$ cat config.mk
export PLATFORM = sky130hd
export DESIGN_NAME = sa_tile_sequencer
export DESIGN_NICKNAME = d
export VERILOG_FILES = /design/src/rtl/sa_pkg.sv /design/src/rtl/sa_seq_drain.sv /design/src/rtl/sa_tile_sequencer.sv
export SDC_FILE = /design/constraint.sdc
export NUM_CORES = 1
export LEC_CHECK = 0
export ABC_CLOCK_PERIOD_IN_PS = 4200
export BUFFER_PORTS_ARGS = -buffer_cell sky130_fd_sc_hd__buf_2
export CAP_MARGIN = 20
export CORE_AREA = 2 2 333 335
export CTS_BUF_LIST = sky130_fd_sc_hd__clkbuf_16
export DETAILED_ROUTE_END_ITERATION = 10
export DIE_AREA = 0 0 335 337
export PLACE_DENSITY = 0.41
export REMOVE_ABC_BUFFERS = 1
export SLEW_MARGIN = 20
export SYNTH_ARGS = -nofsm -noshare
export SYNTH_HDL_FRONTEND = slang
export SYNTH_SLANG_ARGS = --single-unit
$ cat constraint.sdc
create_clock -name clk -period 4.2 [get_ports clk]
set_clock_uncertainty 0.05 [all_clocks]
set_input_delay 0.84 -clock clk [delete_from_list [all_inputs] [get_ports clk]]
set_output_delay 0.84 -clock clk [all_outputs]
set_load 0.02 [all_outputs]
$ cat src/rtl/sa_pkg.sv
// Shared types and helpers for the systolic-array tile sequencer.
// Imported by the sequencer top, its drain unit and the bench.
package sa_pkg;

    typedef enum logic [1:0] {
        IDLE,
        FEED,
        DRAIN,
        DONE
    } sa_state_e;

    localparam int SA_ROWS = 8;
    localparam int SA_DW   = 8;
    localparam int SA_ACCW = 32;

    function automatic logic [SA_DW-1:0] sa_lane(
        input logic [SA_ROWS*SA_DW-1:0] v,
        input int unsigned              r
    );
        return v[r*SA_DW +: SA_DW];
    endfunction

endpackage

$ cat src/rtl/sa_seq_drain.sv
// Result drain: pops complete result vectors into the output buffer,
// tracks the pop count and watches for a stalled core.
module sa_seq_drain
    import sa_pkg::*;
#(
    parameter int ROWS    = 8,
    parameter int ACCW    = 32,
    parameter int ADDRW   = 10,
    parameter int LENW    = 16,
    parameter int TIMEOUT = 1024
) (
    input  logic                 clk,
    input  logic                 rstn,
    input  sa_state_e            state,
    input  logic                 start,
    input  logic [LENW-1:0]      len,
    input  logic [ADDRW-1:0]     obase,
    input  logic [ROWS*ACCW-1:0] core_rout,
    input  logic [ROWS-1:0]      core_rvalid,
    input  logic                 obuf_ready,
    output logic                 pop,
    output logic [ADDRW-1:0]     obuf_waddr,
    output logic [ROWS*ACCW-1:0] obuf_wdata,
    output logic                 drain_done,
    output logic                 timeout
);

    localparam int TW = $clog2(TIMEOUT + 1);

    logic [LENW-1:0] n;
    logic [TW-1:0]   tcnt;
    logic            active;
    logic            in_drain;

    assign in_drain = (state == DRAIN);
    assign active   = (state == FEED) || in_drain;

    // A vector is only taken when every lane is valid and there is room.
    assign pop = active && (&core_rvalid) && obuf_ready && (n < len);

    assign obuf_waddr = obase + ADDRW'(n);
    assign obuf_wdata = pop ? core_rout : '0;

    assign drain_done = (n == len) || (pop && ((n + 1'b1) == len));
    assign timeout    = in_drain && !pop && (tcnt == TW'(TIMEOUT - 1));

    always_ff @(posedge clk or negedge rstn) begin
        if (!rstn) begin
            n <= '0;
        end else if (start) begin
            n <= '0;
        end else if (pop) begin
            n <= n + 1'b1;
        end
    end

    always_ff @(posedge clk or negedge rstn) begin
        if (!rstn) begin
            tcnt <= '0;
        end else if (!in_drain || pop) begin
            tcnt <= '0;
        end else begin
            tcnt <= tcnt + 1'b1;
        end
    end

endmodule

$ cat src/rtl/sa_tile_sequencer.sv
// Tile sequencer: feeds K activation/weight vectors into the array
// and drains K result vectors into the output buffer.
module sa_tile_sequencer
    import sa_pkg::*;
#(
    parameter int ROWS    = 8,
    parameter int DW      = 8,
    parameter int ACCW    = 32,
    parameter int ADDRW   = 10,
    parameter int LENW    = 16,
    parameter int TIMEOUT = 1024
) (
    input  logic                 clk,
    input  logic                 rstn,
    input  logic                 cmd_valid,
    output logic                 cmd_ready,
    input  logic [LENW-1:0]      cmd_len,
    input  logic [ADDRW-1:0]     cmd_abase,
    input  logic [ADDRW-1:0]     cmd_wbase,
    input  logic [ADDRW-1:0]     cmd_obase,
    output logic                 buf_ren,
    output logic [ADDRW-1:0]     buf_raddr_a,
    output logic [ADDRW-1:0]     buf_raddr_w,
    input  logic [ROWS*DW-1:0]   buf_rdata_a,
    input  logic [ROWS*DW-1:0]   buf_rdata_w,
    output logic [ROWS*DW-1:0]   core_a,
    output logic [ROWS*DW-1:0]   core_w,
    output logic                 core_inpvalid,
    output logic                 core_outread,
    input  logic [ROWS*ACCW-1:0] core_rout,
    input  logic [ROWS-1:0]      core_rvalid,
    output logic                 obuf_we,
    output logic [ADDRW-1:0]     obuf_waddr,
    output logic [ROWS*ACCW-1:0] obuf_wdata,
    input  logic                 obuf_ready,
    output logic                 busy,
    output logic                 done,
    output logic                 err
);

    sa_state_e        state;
    sa_state_e        state_nx;
    logic [LENW-1:0]  len_q;
    logic [LENW-1:0]  fcnt;
    logic [ADDRW-1:0] abase_q;
    logic [ADDRW-1:0] wbase_q;
    logic [ADDRW-1:0] obase_q;
    logic             accept;
    logic             start;
    logic             zero_cmd;
    logic             rd_pend;
    logic             pop;
    logic             drain_done;
    logic             timeout;

    assign accept   = cmd_valid && cmd_ready;
    assign start    = accept && (cmd_len != '0);
    assign zero_cmd = accept && (cmd_len == '0);

    assign core_outread = pop;
    assign obuf_we      = pop;

    always_ff @(posedge clk or negedge rstn) begin
        if (!rstn) begin
            state <= IDLE;
        end else begin
            state <= state_nx;
        end
    end

    always_comb begin
        state_nx = state;
        unique case (state)
            IDLE:    if (start) state_nx = FEED;
            FEED:    if (fcnt == len_q - 1'b1) state_nx = DRAIN;
            DRAIN: begin
                if (drain_done) state_nx = DONE;
                else if (timeout) state_nx = IDLE;
            end
            DONE:    state_nx = IDLE;
            default: state_nx = IDLE;
        endcase
    end

    always_comb begin
        cmd_ready   = (state == IDLE);
        busy        = (state != IDLE);
        done        = (state == DONE);
        buf_ren     = (state == FEED);
        buf_raddr_a = buf_ren ? abase_q + ADDRW'(fcnt) : '0;
        buf_raddr_w = buf_ren ? wbase_q + ADDRW'(fcnt) : '0;
    end

    // Read data lands one cycle after buf_ren; valid travels with it.
    always_ff @(posedge clk or negedge rstn) begin
        if (!rstn) begin
            len_q         <= '0;
            fcnt          <= '0;
            abase_q       <= '0;
            wbase_q       <= '0;
            obase_q       <= '0;
            rd_pend       <= 1'b0;
            core_inpvalid <= 1'b0;
            core_a        <= '0;
            core_w        <= '0;
            err           <= 1'b0;
        end else begin
            if (start) begin
                len_q   <= cmd_len;
                abase_q <= cmd_abase;
                wbase_q <= cmd_wbase;
                obase_q <= cmd_obase;
                fcnt    <= '0;
            end else if (buf_ren) begin
                fcnt <= fcnt + 1'b1;
            end
            rd_pend       <= buf_ren;
            core_inpvalid <= rd_pend;
            core_a        <= rd_pend ? buf_rdata_a : '0;
            core_w        <= rd_pend ? buf_rdata_w : '0;
            err           <= zero_cmd || timeout;
        end
    end

    sa_seq_drain #(
        .ROWS    (ROWS),
        .ACCW    (ACCW),
        .ADDRW   (ADDRW),
        .LENW    (LENW),
        .TIMEOUT (TIMEOUT)
    ) u_drain (
        .clk         (clk),
        .rstn        (rstn),
        .state       (state),
        .start       (start),
        .len         (len_q),
        .obase       (obase_q),
        .core_rout   (core_rout),
        .core_rvalid (core_rvalid),
        .obuf_ready  (obuf_ready),
        .pop         (pop),
        .obuf_waddr  (obuf_waddr),
        .obuf_wdata  (obuf_wdata),
        .drain_done  (drain_done),
        .timeout     (timeout)
    );

endmodule

==> metrics.txt <==
post-DR vias/cell 3.49; share of final-layout standard cells stronger than drive strength 1 47.5%; synthesized flop and latch total 222; die span in x 335 um; Slew Viols, Final 0; power density over cell area 490 nW/um2; worst slew slack as a fraction of its limit 36.4%; number of hold-slack violations in the final timing report 0; max-cap violations 0; number of buffers added to fix hold violations after cts 0; Die Ht 337 um; total number of nets in the final design 2636; crit path max-delay cell type sky130_fd_sc_hd__dfrtp_2; top library cells by usage in the layout, fill and taps aside 856 x sky130_fd_sc_hd__buf_2, 406 x sky130_fd_sc_hd__and2_1, 210 x sky130_fd_sc_hd__dfrtp_1; Fmax 250 MHz; fin crit period 4.01 ns; number of antenna violations at the first check in global routing 80; Cell Area, Synth 12400 um2; leak pwr 10.8 nW; HPWL after detailed placement 65.7 mm; critical path data arrival time 3.12 ns; critical path's top delay family compound AO/OA/AOI/OAI gates; Post-Route WL 77.6 mm; post-synthesis cell type count 61; Reg2Reg Setup Slack 0.97 ns; Crit path top cell by count sky130_fd_sc_hd__a21o_1; Ports 864; endpoint of the most critical register-to-register path state[1]; TritonCTS Sinks 222; clock latency on the worst-skew pair 0.59 ns; total congestion overflow 0; Routability Congestion 0.797; largest net degree at the start of global routing 105; overall routing resource usage 12.9%; most common cell after layout, fill and taps aside sky130_fd_sc_hd__buf_2; Synth Warn # 0; number of enable-type register cells in the synthesized netlist 0; number of optimization iterations in the first detailed-route pass 4; instance count after placement with tap cells included 3518; outcome finished, final reports clean; clock-pin slew reported for the worst setup and hold paths after clock tree synthesis 0.06 ns; worst setup path endpoint obuf_waddr[9]; DRC violations left 0; number of CTS-inserted buffers 34; post-route clock period utilization 95.4%; origin of the worst setup path u_drain.n[1]; R2R cell count 10; ys async rst share 100%; Rows 122; WP buf/inv 1; area grow syn2layout 61.4%; proportion of synthesized chip area in sequential cells 44.8%; Routed Antenna Nets 0; # setup viols final 0; type of destination of the critical path output port; routed wirelength normalized by instance count 21.5 um; Post-Syn Instances 1269; Worst Setup Path Type flip-flop to output port; final-layout setup total negative slack 0 ns; deepest clock path buffer count 3; Vias 12.6k; CP max stage delay 0.46 ns; cell at the root of the clock tree sky130_fd_sc_hd__clkbuf_16; worst hold slack 0.257 ns; DR iter-0 viols 570; Initial Utilization 11.3%; Post-Syn Area per Cell 9.78 um2; Crit path required time 3.31 ns; cell count along the critical path 10; peak fanout along the critical path 5; slew at the pin with the worst max-slew slack 0.945 ns; Tightest Hold Check Type input port to async pin; post-route non-filler standard cell count 3600; main flop type after synthesis sky130_fd_sc_hd__dfrtp_1; reg2reg start len_q[0]; chain of cells forming the critical path ha_1, a21o_1, a21oi_1, o21ai_0, a21oi_2, o21bai_1, a21o_1, or4_1, and3_1, buf_2; Core Footprint 110000 um2; CP startpoint kind flip-flop; DIE AREA 113000 um2; IR Drop Worst-Case VDD 0.293 mV; Port Buffers 863; vias in the first global route 12.3k; CTS HTree Levels 2; global-route wire length before repair 101 mm; clock tree from TritonCTS done
-- state kept, by name, summed over array words and instances (netlist names) --
signal and cells:
abase_q 10, rd_pend 1, err 1, u_drain.n 16, u_drain.tcnt 11, fcnt 16
obase_q 10, wbase_q 10, state 2, core_w 64, len_q 16, core_a 64
core_inpvalid 1
-- synthesized netlist by cell type, types with 25 or more instances --
cell	count	area, um2
sky130_fd_sc_hd__inv_1	32	120
sky130_fd_sc_hd__xnor2_1	47	412
sky130_fd_sc_hd__and2_1	407	2550
sky130_fd_sc_hd__a21oi_1	26	130
sky130_fd_sc_hd__dfrtp_1	222	5560
sky130_fd_sc_hd__clkbuf_1	70	263
sky130_fd_sc_hd__nand3_1	25	125
sky130_fd_sc_hd__o21ai_0	29	145
sky130_fd_sc_hd__ha_1	51	638
sky130_fd_sc_hd__nor2_1	66	248
sky130_fd_sc_hd__xor2_1	54	473
sky130_fd_sc_hd__nand2_1	45	169
sky130_fd_sc_hd__mux2_2	29	327
-- cell families (layout without fill, tap and decap cells) --
| group | after synthesis | in the layout | share of synthesized area (%) |
|---|---|---|---|
| and+or+nand+nor | 625 | 625 | 29.3 |
| DFF | 222 | 222 | 44.8 |
| AOI/OAI and AO/OA | 118 | 118 | 6.35 |
| buffers and inverters | 115 | 1010 | 3.75 |
| xor gates and xnor gates | 101 | 101 | 7.13 |
| adders and majority gates | 54 | 54 | 5.63 |
| muxes | 34 | 34 | 3.04 |
| other | 0 | 10 | 0 |
-- metrics by stage --
step | instance area [um2] | util [%] | total power [mW] | setup slack [ns]
6_report | 20000 | 18.3 | 9.82 | 0.194
5_1_grt | 20000 | 18.3 | 10.5 | -0.00559
4_1_cts | 19700 | 18.0 | 10.0 | 0.00122
3_5_place_dp | 18600 | 17.0 | 7.11 | 0.0179
3_3_place_gp | 18600 | 17.0 | 7.13 | 0.0461
2_1_floorplan | 12100 | - | 5.45 | -22.03
-- how the worst min path moves through the flow --
stage | end | slack [ns] | cells after the start
finish | core_w[2] | 0.26 | 1
global placement | u_drain.tcnt[0] | 0.43 | 1
CTS | core_w[2] | 0.28 | 1
detailed placement | u_drain.tcnt[0] | 0.44 | 1
floorplan | u_drain.tcnt[0] | 0.41 | 1
global route | core_w[2] | 0.31 | 1
-- per-layer routing --
layer / global-route usage, % / part of all wire [%] / up-vias
met5: 0 / 0.39 / -
met4: 2.74 / 2.0 / 46
met3: 4.87 / 9.5 / 160
met2: 20.3 / 45 / 655
met1: 16.8 / 43 / 5825
li1: - / - / 5883
-- cell type report --
type                    instances  area, um2
diodes                         10       25.0
clock buffers                  34        851
clock inverters                26        190
fillers                     12377      89600
inverters                      32        120
multi-input cells             932       6460
flip-flops and latches        222       5570
well taps                    1426       1780
repair buffers                918       5030
-- report_power, final --
part / switching [mW] / leakage [nW] / internal, mW
combinational: 2.35 / 7.31 / 1.60
clock: 1.19 / 0.531 / 1.55
sequential: 0.401 / 2.92 / 2.72
total: 3.94 / 10.8 / 5.88
-- timing repair --
item,in CTS,in global routing
hold endpoints to repair,0,0
resized for setup,10,44
buffers inserted,1,7
pin swaps,1,3
cloned,0,4
endpoints found under the setup margin,260,253
Note: power is estimated with default switching activity, not from simulation.
